[src/rtl/bias_stream_tx_pkg.sv]
// Shared state encoding, default widths and per-layer bias-region constants
// for the bias-load transmit path.
package bias_stream_tx_pkg;

  typedef enum logic [2:0] {
    ST_IDLE  = 3'd0,
    ST_READ  = 3'd1,
    ST_DRAIN = 3'd2,
    ST_GAP   = 3'd3,
    ST_DONE  = 3'd4
  } state_e;

  localparam int WD_DEF = 8;
  localparam int AW_DEF = 10;

  localparam int                 C1_NUM_BIAS  = 6;
  localparam logic [AW_DEF-1:0]  C1_BIAS_BASE = 10'h010;
  localparam logic [AW_DEF-1:0]  C2_BIAS_BASE = 10'h016;

endpackage

[src/rtl/bias_rd_pipe.sv]
// Tracks the one-cycle memory read latency and registers returned words onto the stream.
// Word appears on bias_en_o two cycles after its read strobe; no backpressure, data holds when idle.
module bias_rd_pipe
  import bias_stream_tx_pkg::*;
#(
  parameter int WD = WD_DEF
) (
  input  logic          clk_i,
  input  logic          rst_i,
  input  logic          rd_i,
  input  logic [WD-1:0] mem_data_i,
  output logic          inflight_o,
  output logic [WD-1:0] bias_data_o,
  output logic          bias_en_o
);

  logic          rd_dly_q;
  logic          en_q;
  logic [WD-1:0] dat_q;

  always_ff @(posedge clk_i) begin
    if (rst_i) begin
      rd_dly_q <= 1'b0;
      en_q     <= 1'b0;
      dat_q    <= '0;
    end else begin
      rd_dly_q <= rd_i;
      en_q     <= rd_dly_q;
      if (rd_dly_q) begin
        dat_q <= mem_data_i;
      end
    end
  end

  assign inflight_o  = rd_dly_q;
  assign bias_data_o = dat_q;
  assign bias_en_o   = en_q;

endmodule

[src/rtl/bias_stream_tx.sv]
// Bias-load transmitter: reads i_num words from parameter memory and streams them out.
// First word two cycles after the first read; i_hold stalls reads, idle gap precedes o_done.
module bias_stream_tx
  import bias_stream_tx_pkg::*;
#(
  parameter int WD      = WD_DEF,
  parameter int AW      = AW_DEF,
  parameter int CW      = 4,
  parameter int GAP_CYC = 2
) (
  input  logic          i_sclk,
  input  logic          i_rst,
  input  logic          i_start,
  input  logic [AW-1:0] i_base_addr,
  input  logic [CW-1:0] i_num,
  input  logic          i_hold,
  output logic          o_mem_rd,
  output logic [AW-1:0] o_mem_addr,
  input  logic [WD-1:0] i_mem_data,
  output logic [WD-1:0] o_bias_data,
  output logic          o_bias_en,
  output logic          o_busy,
  output logic          o_done
);

  localparam int GW = (GAP_CYC > 1) ? $clog2(GAP_CYC) : 1;

  state_e        st_q, st_d;
  logic [AW-1:0] base_q, base_d;
  logic [AW-1:0] addr_q, addr_d;
  logic [CW-1:0] num_q, num_d;
  logic [CW-1:0] k_q, k_d;
  logic [GW-1:0] gap_q, gap_d;
  logic          rd_q, rd_d;
  logic          busy_q, busy_d;
  logic          done_q, done_d;
  logic          inflight;

  always_comb begin
    st_d   = st_q;
    base_d = base_q;
    addr_d = addr_q;
    num_d  = num_q;
    k_d    = k_q;
    gap_d  = gap_q;
    rd_d   = 1'b0;

    case (st_q)
      ST_IDLE: begin
        if (i_start) begin
          if (i_num == '0) begin
            st_d = ST_DONE;
          end else begin
            base_d = i_base_addr;
            num_d  = i_num;
            k_d    = '0;
            st_d   = ST_READ;
            // Issue the first read straight from IDLE so it lands the cycle after start.
            if (!i_hold) begin
              rd_d   = 1'b1;
              addr_d = i_base_addr;
              k_d    = CW'(1);
              if (i_num == CW'(1)) st_d = ST_DRAIN;
            end
          end
        end
      end
      ST_READ: begin
        if (!i_hold) begin
          rd_d   = 1'b1;
          addr_d = base_q + AW'(k_q);
          k_d    = k_q + CW'(1);
          if ((k_q + CW'(1)) == num_q) st_d = ST_DRAIN;
        end
      end
      ST_DRAIN: begin
        // Last word is on the stream once no read is registered or awaiting data.
        if (!rd_q && !inflight) begin
          st_d  = ST_GAP;
          gap_d = '0;
        end
      end
      ST_GAP: begin
        if (gap_q == GW'(GAP_CYC - 1)) st_d = ST_DONE;
        else                           gap_d = gap_q + GW'(1);
      end
      ST_DONE: st_d = ST_IDLE;
      default: st_d = ST_IDLE;
    endcase

    busy_d = (st_d == ST_READ) || (st_d == ST_DRAIN) || (st_d == ST_GAP);
    done_d = (st_d == ST_DONE);
  end

  always_ff @(posedge i_sclk) begin
    if (i_rst) begin
      st_q   <= ST_IDLE;
      base_q <= '0;
      addr_q <= '0;
      num_q  <= '0;
      k_q    <= '0;
      gap_q  <= '0;
      rd_q   <= 1'b0;
      busy_q <= 1'b0;
      done_q <= 1'b0;
    end else begin
      st_q   <= st_d;
      base_q <= base_d;
      addr_q <= addr_d;
      num_q  <= num_d;
      k_q    <= k_d;
      gap_q  <= gap_d;
      rd_q   <= rd_d;
      busy_q <= busy_d;
      done_q <= done_d;
    end
  end

  bias_rd_pipe #(.WD(WD)) u_rd_pipe (
    .clk_i       (i_sclk),
    .rst_i       (i_rst),
    .rd_i        (rd_q),
    .mem_data_i  (i_mem_data),
    .inflight_o  (inflight),
    .bias_data_o (o_bias_data),
    .bias_en_o   (o_bias_en)
  );

  assign o_mem_rd   = rd_q;
  assign o_mem_addr = addr_q;
  assign o_busy     = busy_q;
  assign o_done     = done_q;

endmodule

[config.mk]
export PLATFORM = sky130hd
export DESIGN_NAME = bias_stream_tx
export DESIGN_NICKNAME = d
export VERILOG_FILES = /design/src/rtl/bias_stream_tx_pkg.sv /design/src/rtl/bias_rd_pipe.sv /design/src/rtl/bias_stream_tx.sv
export SDC_FILE = /design/constraint.sdc
export NUM_CORES = 1
export LEC_CHECK = 0
export CORE_ASPECT_RATIO = 0.7
export CORE_UTILIZATION = 54
export DETAILED_ROUTE_END_ITERATION = 7
export GPL_ROUTABILITY_DRIVEN = 0
export PLACE_DENSITY_LB_ADDON = 0.2
export REMOVE_ABC_BUFFERS = 1
export SETUP_SLACK_MARGIN = 0.15
export SLEW_MARGIN = 5
export SYNTH_ARGS = -nofsm -noshare
export SYNTH_HDL_FRONTEND = slang
export SYNTH_HIERARCHICAL = 1
export SYNTH_SLANG_ARGS = --single-unit
[constraint.sdc]
create_clock -name i_sclk -period 6.75 [get_ports i_sclk]
set_input_delay 1.6875 -clock i_sclk [delete_from_list [all_inputs] [get_ports i_sclk]]
set_output_delay 1.6875 -clock i_sclk [all_outputs]
set_load 0.05 [all_outputs]
==> results.py <==
metrics = {
    "status": {
        "status": "finished clean",
    },
    "logic_synthesis": {
        "yosysUniqueCellTypes": 49,
        "synth_async_sr_flop_share_pct": 0,
        "synthCells": 256,
        "syn_area_mm2": 0.00219,
        "synth_edf_count": 0,
        "yosys_warnings": 6,
        "yosys_most_used_dff": "dfxtp_1",
        "ys_seq_area_share_pct": 41.2,
        "syn_area_per_cell_um2": 8.55,
        "synth_seq_cells": 45,
    },
    "sta": {
        "fin_crit_ns": 3.45,
        "hold_violations": 0,
        "rsz0062_at_grt": "false",
        "fin_setup_tns_ns": 0,
        "slew_viol_final": 0,
        "max_freq_ghz": 0.290,
        "worstMarginPinSlew_ns": 0.821,
        "relSlewSlack_pct": 45.1,
        "fin_skew_ns": 0.00909,
        "fin_crit_sh_pct": 51.2,
        "setup_viol": 0,
    },
    "clock_network": {
        "ctsRootBufferMaster": "clkbuf_8",
        "cts_tree": "built",
        "cts_resized": 0,
        "clk_pin_slew_ns": 0.08,
        "cts_buffer_depth": 2,
        "cts_buffers": 5,
        "htreeDepth": 2,
        "hold_buffers": 0,
        "insertion_delay_ns": 0.30,
        "clock-sinks": 45,
        "cts_setup_buffers": 0,
    },
    "critical_path": {
        "critPathSlowestCell": "nor2b_1",
        "criticalPathCategory": "in -> reg",
        "cpLargestDelayFamily": "simple AND/OR/NAND/NOR gates",
        "path_cells": "clkdlybuf4s50_1 -> nor4b_4 -> nor2b_1 -> a22oi_1 -> a31oi_1",
        "slowest_delay_ns": 0.72,
        "required_ns": 6.99,
        "cp-start-kind": "input pin",
        "cp_max_fo": 11,
        "cp.arrival_ns": 3.69,
        "critPathBufInv": 1,
        "crit_path_end_kind": "flop",
    },
    "global_route": {
        "grt_pass1_vias": 1825,
        "grt_overflow_total": 0,
        "grt_max_degree": 38,
        "grt_pass1_wl_um": 8380,
        "antenna_found_initial": 0,
        "track_usage_pct": 25.0,
    },
    "finish": {
        "drive_gt1_share_pct": 5.70,
        "final_common_cell": "clkdlybuf4s50_1",
        "layout.nets": 329,
        "final_cell_mix": "47 x clkdlybuf4s50_1, 45 x dfxtp_1, 37 x nor2_1",
        "diodes": 0,
        "area_delta_synth_final_pct": 24.8,
        "fillers": 300,
    },
    "place": {
        "io_buffers": 47,
        "dp_hpwl_um": 3490,
    },
    "die": {
        "fp.dieW_um": 78.1,
        "start_util_pct": 59.2,
        "rows": 18,
        "die_height_um": 55.3,
        "core_area_mm2": 0.00369,
        "io_pins": 48,
        "fp.dieArea_mm2": 0.00431,
    },
    "drt": {
        "routed_wl_um": 4990,
        "routed-wl-met3_um": 456,
        "wl_per_cell_um": 14.3,
        "highest_layer": "met4",
        "drc": 0,
        "dr_wl_met2_um": 2080,
        "vias": 1956,
        "antenna_left": 0,
        "routed_via_density": 5.62,
        "wl_met1_um": 2400,
        "firstDrtPassIters": 5,
        "drtIter0Drc": 116,
    },
    "pwr": {
        "p_leak_nw": 0.941,
        "ir_drop_v": 0.000144,
        "power_density_mw_per_mm2": 222,
        "power_mw": 0.607,
    },
    "flow_run": {
        "max_cap_violations": 0,
    },
    "min_path": {
        "min_path_type": "reg -> reg",
    },
}
==> tightest hold or removal path, delay by kind of cell (launching register included) <==
| kind | cells | cell delay, ns |
|---|---|---|
| simple gates | 1 | 0.05 |
| compound gates | 1 | 0.05 |
| flops | 1 | 0.31 |
==> metal layers <==
layer | vias to the layer above | GRT usage (%)
met4 | 0 | 9.26
met3 | 7 | 6.61
li1 | 981 | -
met5 | - | 0
met1 | 890 | 34.7
met2 | 78 | 37.2
==> logic make-up after synthesis <==
| kind of cell | count (synthesis) | share of synthesized area, % |
|---|---|---|
| adder cells (fa/ha/maj) | 6 | 3.77 |
| buffers and inverters | 21 | 4.92 |
| flip-flops | 45 | 41.2 |
| AND/OR/NAND/NOR | 103 | 22.2 |
| multiplexers | 8 | 3.66 |
| XOR/XNOR | 11 | 4.40 |
| AO/OA/AOI/OAI | 62 | 19.8 |
==> state kept, by name, indices dropped and copies added (netlist names) <==
name                   flops
o_mem_addr                10
u_rd_pipe/inflight_o       1
base_q                    10
o_busy                     1
o_mem_rd                   1
st_q                       3
o_done                     1
num_q                      4
gap_q                      1
u_rd_pipe/bias_en_o        1
u_rd_pipe/bias_data_o      8
k_q                        4
==> synth_stat cells (all sizes together) (5+ instances only) <==
cell    instances  area share [%]
inv             7             1.2
a211oi          5             1.7
dfxtp          45              41
ha              5             2.9
a22oi           5             1.7
mux2i           8             3.7
xnor2           7             2.8
a21oi          22             5.2
nor2b           7             2.0
buf            10             3.0
nor3            7             1.8
nand2          34             5.9
o21ai           8             2.0
nor2           38             6.6
==> where the power goes <==
part	switching [mW]	total, mW	leakage [nW]	internal (mW)
clock network	0.0907	0.164	0.0385	0.0733
registers	0.0171	0.299	0.368	0.282
logic	0.0866	0.143	0.535	0.0568
==> through the flow <==
step,area [µm²],instances,worst slack [ns],hold slack (ns),util [%]
after global routing,2730,348,3.15,0.491,73.9
after global placement,2650,340,3.08,0.442,71.7
after CTS,2730,348,3.36,0.461,73.9
after detailed placement,2650,340,3.03,0.449,71.7
final,2730,348,3.30,0.456,73.9
after floorplan,2110,242,3.89,0.435,-
==> layout make-up <==
type | count | area, µm² | area share (%)
Clock buffer | 7 | 76.3 | 2.79
Clock inverter | 1 | 7.51 | 0.275
Inverter | 7 | 26.3 | 0.962
Multi-Input combinational cell | 190 | 1180 | 43.2
Sequential cell | 45 | 901 | 33.0
Tap cell | 50 | 62.6 | 2.29
Timing Repair Buffer | 48 | 478 | 17.5
==> final timing paths <==
kind / end / cells after the start / from / slack (ns)
min reg2reg: o_mem_addr[6] / 2 / o_mem_addr[6] / 0.46
max: o_busy / 5 / i_start / 3.30
max reg2reg: o_mem_addr[8] / 8 / k_q[0] / 4.36
min: o_mem_addr[6] / 2 / o_mem_addr[6] / 0.46
(Power assumes the default switching activity.)
